File: src/rtl/cordic_pkg.sv
// Shared types and constants for the linear-mode CORDIC multiply-accumulate.
// Holds the sequencer state encoding, default fixed-point constants and the counter-width helper.
package cordic_pkg;

   typedef enum logic [1:0] {
      IDLE  = 2'd0,
      Y_UPD = 2'd1,
      Z_UPD = 2'd2,
      DONE  = 2'd3
   } lin_mac_state_t;

   localparam int DEF_FRAC  = 13;
   localparam int DEF_ITERS = 14;

   // Never returns less than 1 so a single-iteration build still has a counter bit.
   function automatic int clog2(input int n);
      int w;
      w = 0;
      while ((1 << w) < n) w++;
      return (w < 1) ? 1 : w;
   endfunction

endpackage

File: src/rtl/cordic_lin_mac_seq_add_sub.sv
// Shared adder/subtractor for the CORDIC sequencer: out = sel ? a - b : a + b.
// Wraps modulo 2^(WIDTH+1).
module add_sub #(
   parameter int WIDTH = 15
) (
   input  logic signed [WIDTH:0] a,
   input  logic signed [WIDTH:0] b,
   input  logic                  sel,
   output logic signed [WIDTH:0] out
);

   assign out = sel ? (a - b) : (a + b);

endmodule

File: src/rtl/cordic_lin_mac_seq.sv
// Iterative linear-mode CORDIC MAC, y = acc + x*z, with one adder shared between
// the y-update and z-update phases of every iteration.
module cordic_lin_mac_seq
   import cordic_pkg::*;
#(
   parameter int WIDTH = 15,
   parameter int FRAC  = DEF_FRAC,
   parameter int ITERS = DEF_ITERS
) (
   input  logic                  clk,
   input  logic                  rst_n,
   input  logic                  in_valid,
   output logic                  in_ready,
   input  logic signed [WIDTH:0] x_in,
   input  logic signed [WIDTH:0] z_in,
   input  logic signed [WIDTH:0] acc_in,
   output logic                  out_valid,
   input  logic                  out_ready,
   output logic signed [WIDTH:0] y_out,
   output logic signed [WIDTH:0] z_res
);

   localparam int CW = clog2(ITERS);
   localparam logic [CW-1:0] LAST_ITER = CW'(ITERS - 1);
   localparam logic signed [WIDTH:0] ONE = {{WIDTH{1'b0}}, 1'b1};

   if (ITERS < 1 || ITERS > FRAC + 1) begin : g_bad_iters
      $error("cordic_lin_mac_seq: ITERS must lie in 1..FRAC+1");
   end

   lin_mac_state_t state_reg, state_next;

   logic signed [WIDTH:0] x_reg, y_reg, z_reg;
   logic signed [WIDTH:0] y_out_reg, z_res_reg;
   logic                  d_reg;
   logic [CW-1:0]         iter_reg;
   logic                  run_reg;
   logic                  last_iter;

   logic signed [WIDTH:0] add_a, add_b, add_out;
   logic                  add_sel;

   assign last_iter = (iter_reg == LAST_ITER);
   assign y_out     = y_out_reg;
   assign z_res     = z_res_reg;

   add_sub #(.WIDTH(WIDTH)) u_add_sub (
      .a   (add_a),
      .b   (add_b),
      .sel (add_sel),
      .out (add_out)
   );

   always_ff @(posedge clk or negedge rst_n) begin
      if (!rst_n) state_reg <= IDLE;
      else        state_reg <= state_next;
   end

   // Operand muxing: y phase adds/subtracts x*2^-i, z phase removes 2^-i from z.
   always_comb begin
      state_next = state_reg;
      in_ready   = 1'b0;
      out_valid  = 1'b0;
      add_a      = y_reg;
      add_b      = x_reg >>> iter_reg;
      add_sel    = z_reg[WIDTH];
      case (state_reg)
         IDLE: begin
            in_ready = run_reg;
            if (in_valid && run_reg) state_next = Y_UPD;
         end
         Y_UPD: state_next = Z_UPD;
         Z_UPD: begin
            add_a      = z_reg;
            add_b      = ONE << (FRAC - int'(iter_reg));
            add_sel    = ~d_reg;
            state_next = last_iter ? DONE : Y_UPD;
         end
         DONE: begin
            out_valid = 1'b1;
            if (out_ready) state_next = IDLE;
         end
         default: state_next = IDLE;
      endcase
   end

   // run_reg keeps in_ready low until the first clock after reset release.
   always_ff @(posedge clk or negedge rst_n) begin
      if (!rst_n) begin
         x_reg     <= '0;
         y_reg     <= '0;
         z_reg     <= '0;
         d_reg     <= 1'b0;
         iter_reg  <= '0;
         y_out_reg <= '0;
         z_res_reg <= '0;
         run_reg   <= 1'b0;
      end else begin
         run_reg <= 1'b1;
         case (state_reg)
            IDLE: begin
               if (in_valid && run_reg) begin
                  x_reg    <= x_in;
                  y_reg    <= acc_in;
                  z_reg    <= z_in;
                  iter_reg <= '0;
               end
            end
            Y_UPD: begin
               y_reg <= add_out;
               d_reg <= z_reg[WIDTH];
            end
            Z_UPD: begin
               z_reg <= add_out;
               if (last_iter) begin
                  y_out_reg <= y_reg;
                  z_res_reg <= add_out;
               end else begin
                  iter_reg <= iter_reg + CW'(1);
               end
            end
            default: ;
         endcase
      end
   end

endmodule

File: config.mk
export PLATFORM = sky130hd
export DESIGN_NAME = cordic_lin_mac_seq
export DESIGN_NICKNAME = d
export VERILOG_FILES = /design/src/rtl/cordic_pkg.sv /design/src/rtl/cordic_lin_mac_seq_add_sub.sv /design/src/rtl/cordic_lin_mac_seq.sv
export SDC_FILE = /design/constraint.sdc
export NUM_CORES = 1
export LEC_CHECK = 0
export ABC_CLOCK_PERIOD_IN_PS = 15100
export CAP_MARGIN = 20
export CORE_UTILIZATION = 59
export DETAILED_ROUTE_END_ITERATION = 6
export PLACE_DENSITY = 0.85
export SYNTH_ARGS = -nofsm -noshare
export SYNTH_HDL_FRONTEND = slang
export SYNTH_SLANG_ARGS = --single-unit
File: constraint.sdc
create_clock -name clk -period 15.1 [get_ports clk]
set_input_delay 4.53 -clock clk [delete_from_list [all_inputs] [get_ports clk]]
set_output_delay 4.53 -clock clk [all_outputs]
set_load 0.05 [all_outputs]
[After elaboration in Yosys (flattened, before gate mapping)]
Index checks and enable logic that the tools add are counted.
Operators by class
  $add $sub $neg: 4
  equality and inequality tests: 7
  shift operators: 2
  multiplexer cells: 17
  bitwise operators: 1
  reduce and logical (&&, ||, !) cells: 10
Operators with widths (number)
  two-way mux 16 bit: 5
  one-hot mux 16 bit (2 select lines): 2
  left shift 1 x 32 -> 16 bit (first input constant): 1
  adder 16 bit: 1
  >>> shifter 16 x 4 -> 16 bit: 1
  subtractor 16 bit: 1
  AND reduction 2 bit: 5
  two-way mux 4 bit: 2
  one-hot mux 2 bit (4 select lines): 1
  one-hot mux 4 bit (2 select lines): 1
  two-way mux 2 bit: 3
  inequality test 2 bit (second input constant): 3
  subtractor 4 x 4 -> 5 bit (first input constant): 1
  adder 4 x 1 -> 4 bit (second input constant): 1
  equality test 2 bit (second input constant): 2
  equality test 4 bit (second input constant): 1
  nonzero test 2 bit: 2
  two-way mux 1 bit: 3
  AND reduction 3 bit: 1
  equality test 2 x 1 -> 1 bit (second input constant): 1
  logical NOT 2 bit: 1
  logical AND 1 bit: 1
  inverter 1 bit: 1
Storage, ports and cells
  register bits after elaboration: 88
  output and inout port bits: 34
  word-level logic and storage cells: 50

[Depth between registers and ports, before layout]
  depth after elaboration: 6
  depth in mapped cells: 22
  mapped depth without buffers: 20

[Hierarchy]
From an unflattened synthesis, not the netlist that was laid out.
Unflattened totals
  cell total of the unflattened synthesis: 595
  area total of the unflattened synthesis: 5801.8 sq um
By module, submodules not included
  cordic_lin_mac_seq: instances 1, cells each 459, area each 4812.1 sq um
  add_sub: instances 1, cells each 136, area each 989.7 sq um

[Worst setup path after synthesis]
No wires, ideal clock.
  path kind: register to output
  start point: register state_reg[1]
  end point: output in_ready
  data arrival time: 1676 ps
  data required time: 10570 ps
  slack: 8894 ps
  stages on the path, launching flop included: 3
  buffers on the path: 1
  path through: dfrtp_1 > clkbuf_1 > nor3b_1
On the way
  cells in the longest elaborated chain, start to end: 2
Ends and longest elaborated chain
  from (decl): RTL line cordic_lin_mac_seq.sv:31  | lin_mac_state_t state_reg, state_next;
  from (signal assigned): RTL line cordic_lin_mac_seq.sv:56  | else state_reg <= state_next;
  logical NOT 2 bit: RTL line cordic_lin_mac_seq.sv:67  | case (state_reg)
  two-way mux 1 bit: RTL line cordic_lin_mac_seq.sv:67
  to (decl): RTL line cordic_lin_mac_seq.sv:13  | output logic in_ready,
Every way passes these cells.

[Worst setup path in the final report]
  start point: input in_valid
  end point: register y_reg[15]
On the way
  cells in the longest elaborated chain, start to end: 3
Ends and longest elaborated chain
  from (decl): RTL line cordic_lin_mac_seq.sv:12  | input logic in_valid,
  logical AND 1 bit: RTL line cordic_lin_mac_seq.sv:102  | if (in_valid && run_reg) begin
  inequality test 2 bit (no line)
  AND reduction 2 bit (no line)
  to (signal assigned): RTL line cordic_lin_mac_seq.sv:104  | y_reg <= acc_in;
  to (signal assigned): RTL line cordic_lin_mac_seq.sv:110  | y_reg <= add_out;
  to (decl): RTL line cordic_lin_mac_seq.sv:33  | logic signed [WIDTH:0] x_reg, y_reg, z_reg;
Every way passes these cells.
A chain may end at the register's enable or synchronous reset.

==> results.md <==
- Crit. End Element: register
- Commonest cells after routing, fill and taps aside: nand2_1, dfrtp_1, clkdlybuf4s50_1
- # DRC: 0
- GR Util All Layers: 30.24%
- Max_slew headroom: 25.95%
- Starting DRT DRC Count: 370
- Worst R2R Start: iter_reg[1]$_DFFE_PN0P_
- Final period utilization: 43.30%
- First-pass GRT wire length: 23.65 mm
- CTS buffer count: 9
- Async S/R FF share, synth: 100.0%
- ANT nets after route: 0
- Levels on crit path: 7
- Clk sink count: 88
- Vias per inst: 6.196
- CP Launch Type: input pin
- RD Place Congestion: 0.9239
- H-tree depth: 3
- Crit path max fanout: 47
- Die Wd: 99.78 um
- CP Buf/Inv Count: 2
- Register bit count reported by yosys: 88
- Slew Limit Fails: 0
- Required time worst endpoint: 15.38 ns
- Post-synthesis sequential area ratio: 39.04%
- Post-synth net total: 668
- GRT Residual Overflow: 0
- Critical path's largest stage delay: 0.91 ns
- Initial core utilization: 61.04%
- Hold buffers post-CTS: 0
- Filler instances: 674
- Commonest non-fill, non-tap cell in the layout: nand2_1
- Maximum root-to-sink buffer count: 2
- Critical path cell sequence: clkdlybuf4s50_1 > nand3b_1 > nor2_4 > buf_4 > nor2_1 > a22oi_1 > o21ai_1
- Clock Latency Late Sink: 0.37 ns
- Cell variety after synth: 65
- Cts repair resizes: 0
- Reg2reg end: y_reg[15]$_DFFE_PN0P_
- Crit path launch: in_valid
- Number of global-route vias before repair: 4858
- Total wire length: 14.32 mm
- Yosys warns: 0
- Inserted Diodes: 0
- Slowest cell on crit path: nor2_1
- I/O pin total: 86
- Final Net Count: 734
- Clock Skew: 0.01950 ns
- Peak Freq: 152.9 MHz
- CTS root buffer: clkbuf_8
- DP Wirelength: 10.12 mm
- Setup Viol. Count Final: 0
- Clk slew on worst S/H paths: 0.09 ns
- Setup repair bufs after CTS: 0
- Top delay family on crit path: simple AND/OR/NAND/NOR gates
- Die area: 9955 um^2
- Die Span Y: 99.78 um
- CP Class: in -> reg
- Status: completed
- Cell area after placement: 6546 um^2
- Mapped Area: 5640 um^2
- Cells after Synth: 595
- Finished Layout Cells: 794
- Min Hold Slack: 0.4852 ns
- Drt first pass iters: 5
- Hold Crit Class: reg -> reg
- Site Rows: 35
- CORE AREA: 9240 um^2
- I/O Buffers: 85
- Setup_tns: 0 ns
- Worst EP arrival: 6.82 ns
- Worst Tran Pin Value: 1.107 ns
- Crit path to: y_reg[15]$_DFFE_PN0P_
- Final Hold Viols: 0
- Pin count of the biggest net entering global routing: 89
- Synth-to-layout area growth: 20.41%
- Vias: 4920
- Max Cap Violations: 0
- Primary FF master, synth: dfrtp_1
- Reg2Reg Depth: 20
- RSZ-0062 raised after global routing: no
- Post-synth EDFFs: 0
- Cell area after layout: 6792 um^2
- Synthesized area per cell: 9.480 um^2
- Fraction of layout cells with a size suffix above 1: 14.44%
- Crit path time final: 6.539 ns
- Setup slack, reg-to-reg: 8.81 ns
- CTS tree: done
- Placed Cells: 778
- WL/cell: 18.03 um
- Antenna violations before repair: 0
-- area by class of cell --
cell class | count | area (um^2) | area share, %
Clock inverter | 6 | 93.84 | 1.382
Multi-Input combinational cell | 455 | 3229 | 47.55
Sequential cell | 88 | 2202 | 32.42
Tap cell | 129 | 161.4 | 2.377
Clock buffer | 9 | 123.9 | 1.824
Inverter | 14 | 52.55 | 0.7738
Timing Repair Buffer | 93 | 928.4 | 13.67
-- worst min-delay path, delay by kind of cell, from the launching register on --
family,cells,cell delay (ns)
and+or+nand+nor,1,0.05
DFF,1,0.35
AOI/OAI and AO/OA,1,0.06
-- cells by family after synthesis --
group	share of synthesized area (%)
AO/OA/AOI/OAI	19.72
XOR/XNOR	4.969
adder cells (fa/ha/maj)	4.791
buffers and inverters	3.837
flip-flops	39.04
multiplexers	13.86
other	0.06648
AND/OR/NAND/NOR	13.71
-- Yosys cell counts (3+ instances only) --
cell	instances	area [um^2]
mux2i_1	11	110.1
and2_1	3	18.77
o31ai_1	4	30.03
a221oi_1	3	26.28
o21ai_1	3	15.01
clkbuf_1	31	116.4
o22ai_1	9	56.30
xor2_1	17	148.9
mux2_2	47	529.3
nor3_1	5	25.02
dfrtp_1	88	2202
nand3_1	6	30.03
inv_1	14	52.55
xnor2_1	15	131.4
nand2b_1	12	75.07
or2_2	6	37.54
o2111ai_1	3	26.28
a22oi_1	24	180.2
o21a_1	3	22.52
a211o_1	3	26.28
or3_1	7	43.79
nand2_1	90	337.8
o211ai_1	3	22.52
mux4_2	5	112.6
buf_1	3	11.26
a31oi_1	3	18.77
a21oi_1	20	100.1
nor2b_1	3	18.77
o21ai_0	65	325.3
ha_1	20	250.2
a21o_1	6	45.04
nor2_1	25	93.84
-- through the flow --
step | setup slack, ns | util [%]
2_1_floorplan | 8.894 | -
3_3_place_gp | 8.340 | 70.85
3_5_place_dp | 8.229 | 70.85
4_1_cts | 8.611 | 73.20
5_1_grt | 8.346 | 73.50
6_report | 8.561 | 73.50
-- per-layer routing --
layer / track usage (%) / wire length (um) / vias up
met5: 0 / 0 / -
met4: 10.97 / 341 / 0
met3: 5.014 / 963 / 40
met2: 48.81 / 6883 / 230
met1: 41.30 / 6127 / 2374
li1: - / - / 2276
-- how the worst min path moves through the flow --
stage | to | startpoint | depth (start not counted) | slack, ns
floorplan | z_reg[1]$_DFFE_PN0P_ | z_reg[1]$_DFFE_PN0P_ | 2 | 0.46
global placement | z_res[13]$_DFFE_PN0P_ | z_res[13]$_DFFE_PN0P_ | 2 | 0.46
detailed placement | z_res[5]$_DFFE_PN0P_ | z_res[5]$_DFFE_PN0P_ | 2 | 0.47
CTS | z_res[5]$_DFFE_PN0P_ | z_res[5]$_DFFE_PN0P_ | 2 | 0.49
global route | z_res[14]$_DFFE_PN0P_ | z_res[14]$_DFFE_PN0P_ | 2 | 0.51
finish | z_res[14]$_DFFE_PN0P_ | z_res[14]$_DFFE_PN0P_ | 2 | 0.49
Power is left out: the tool's default activity adds up to more than one toggle a clock period on the data nets, which glitch-free logic cannot reach.
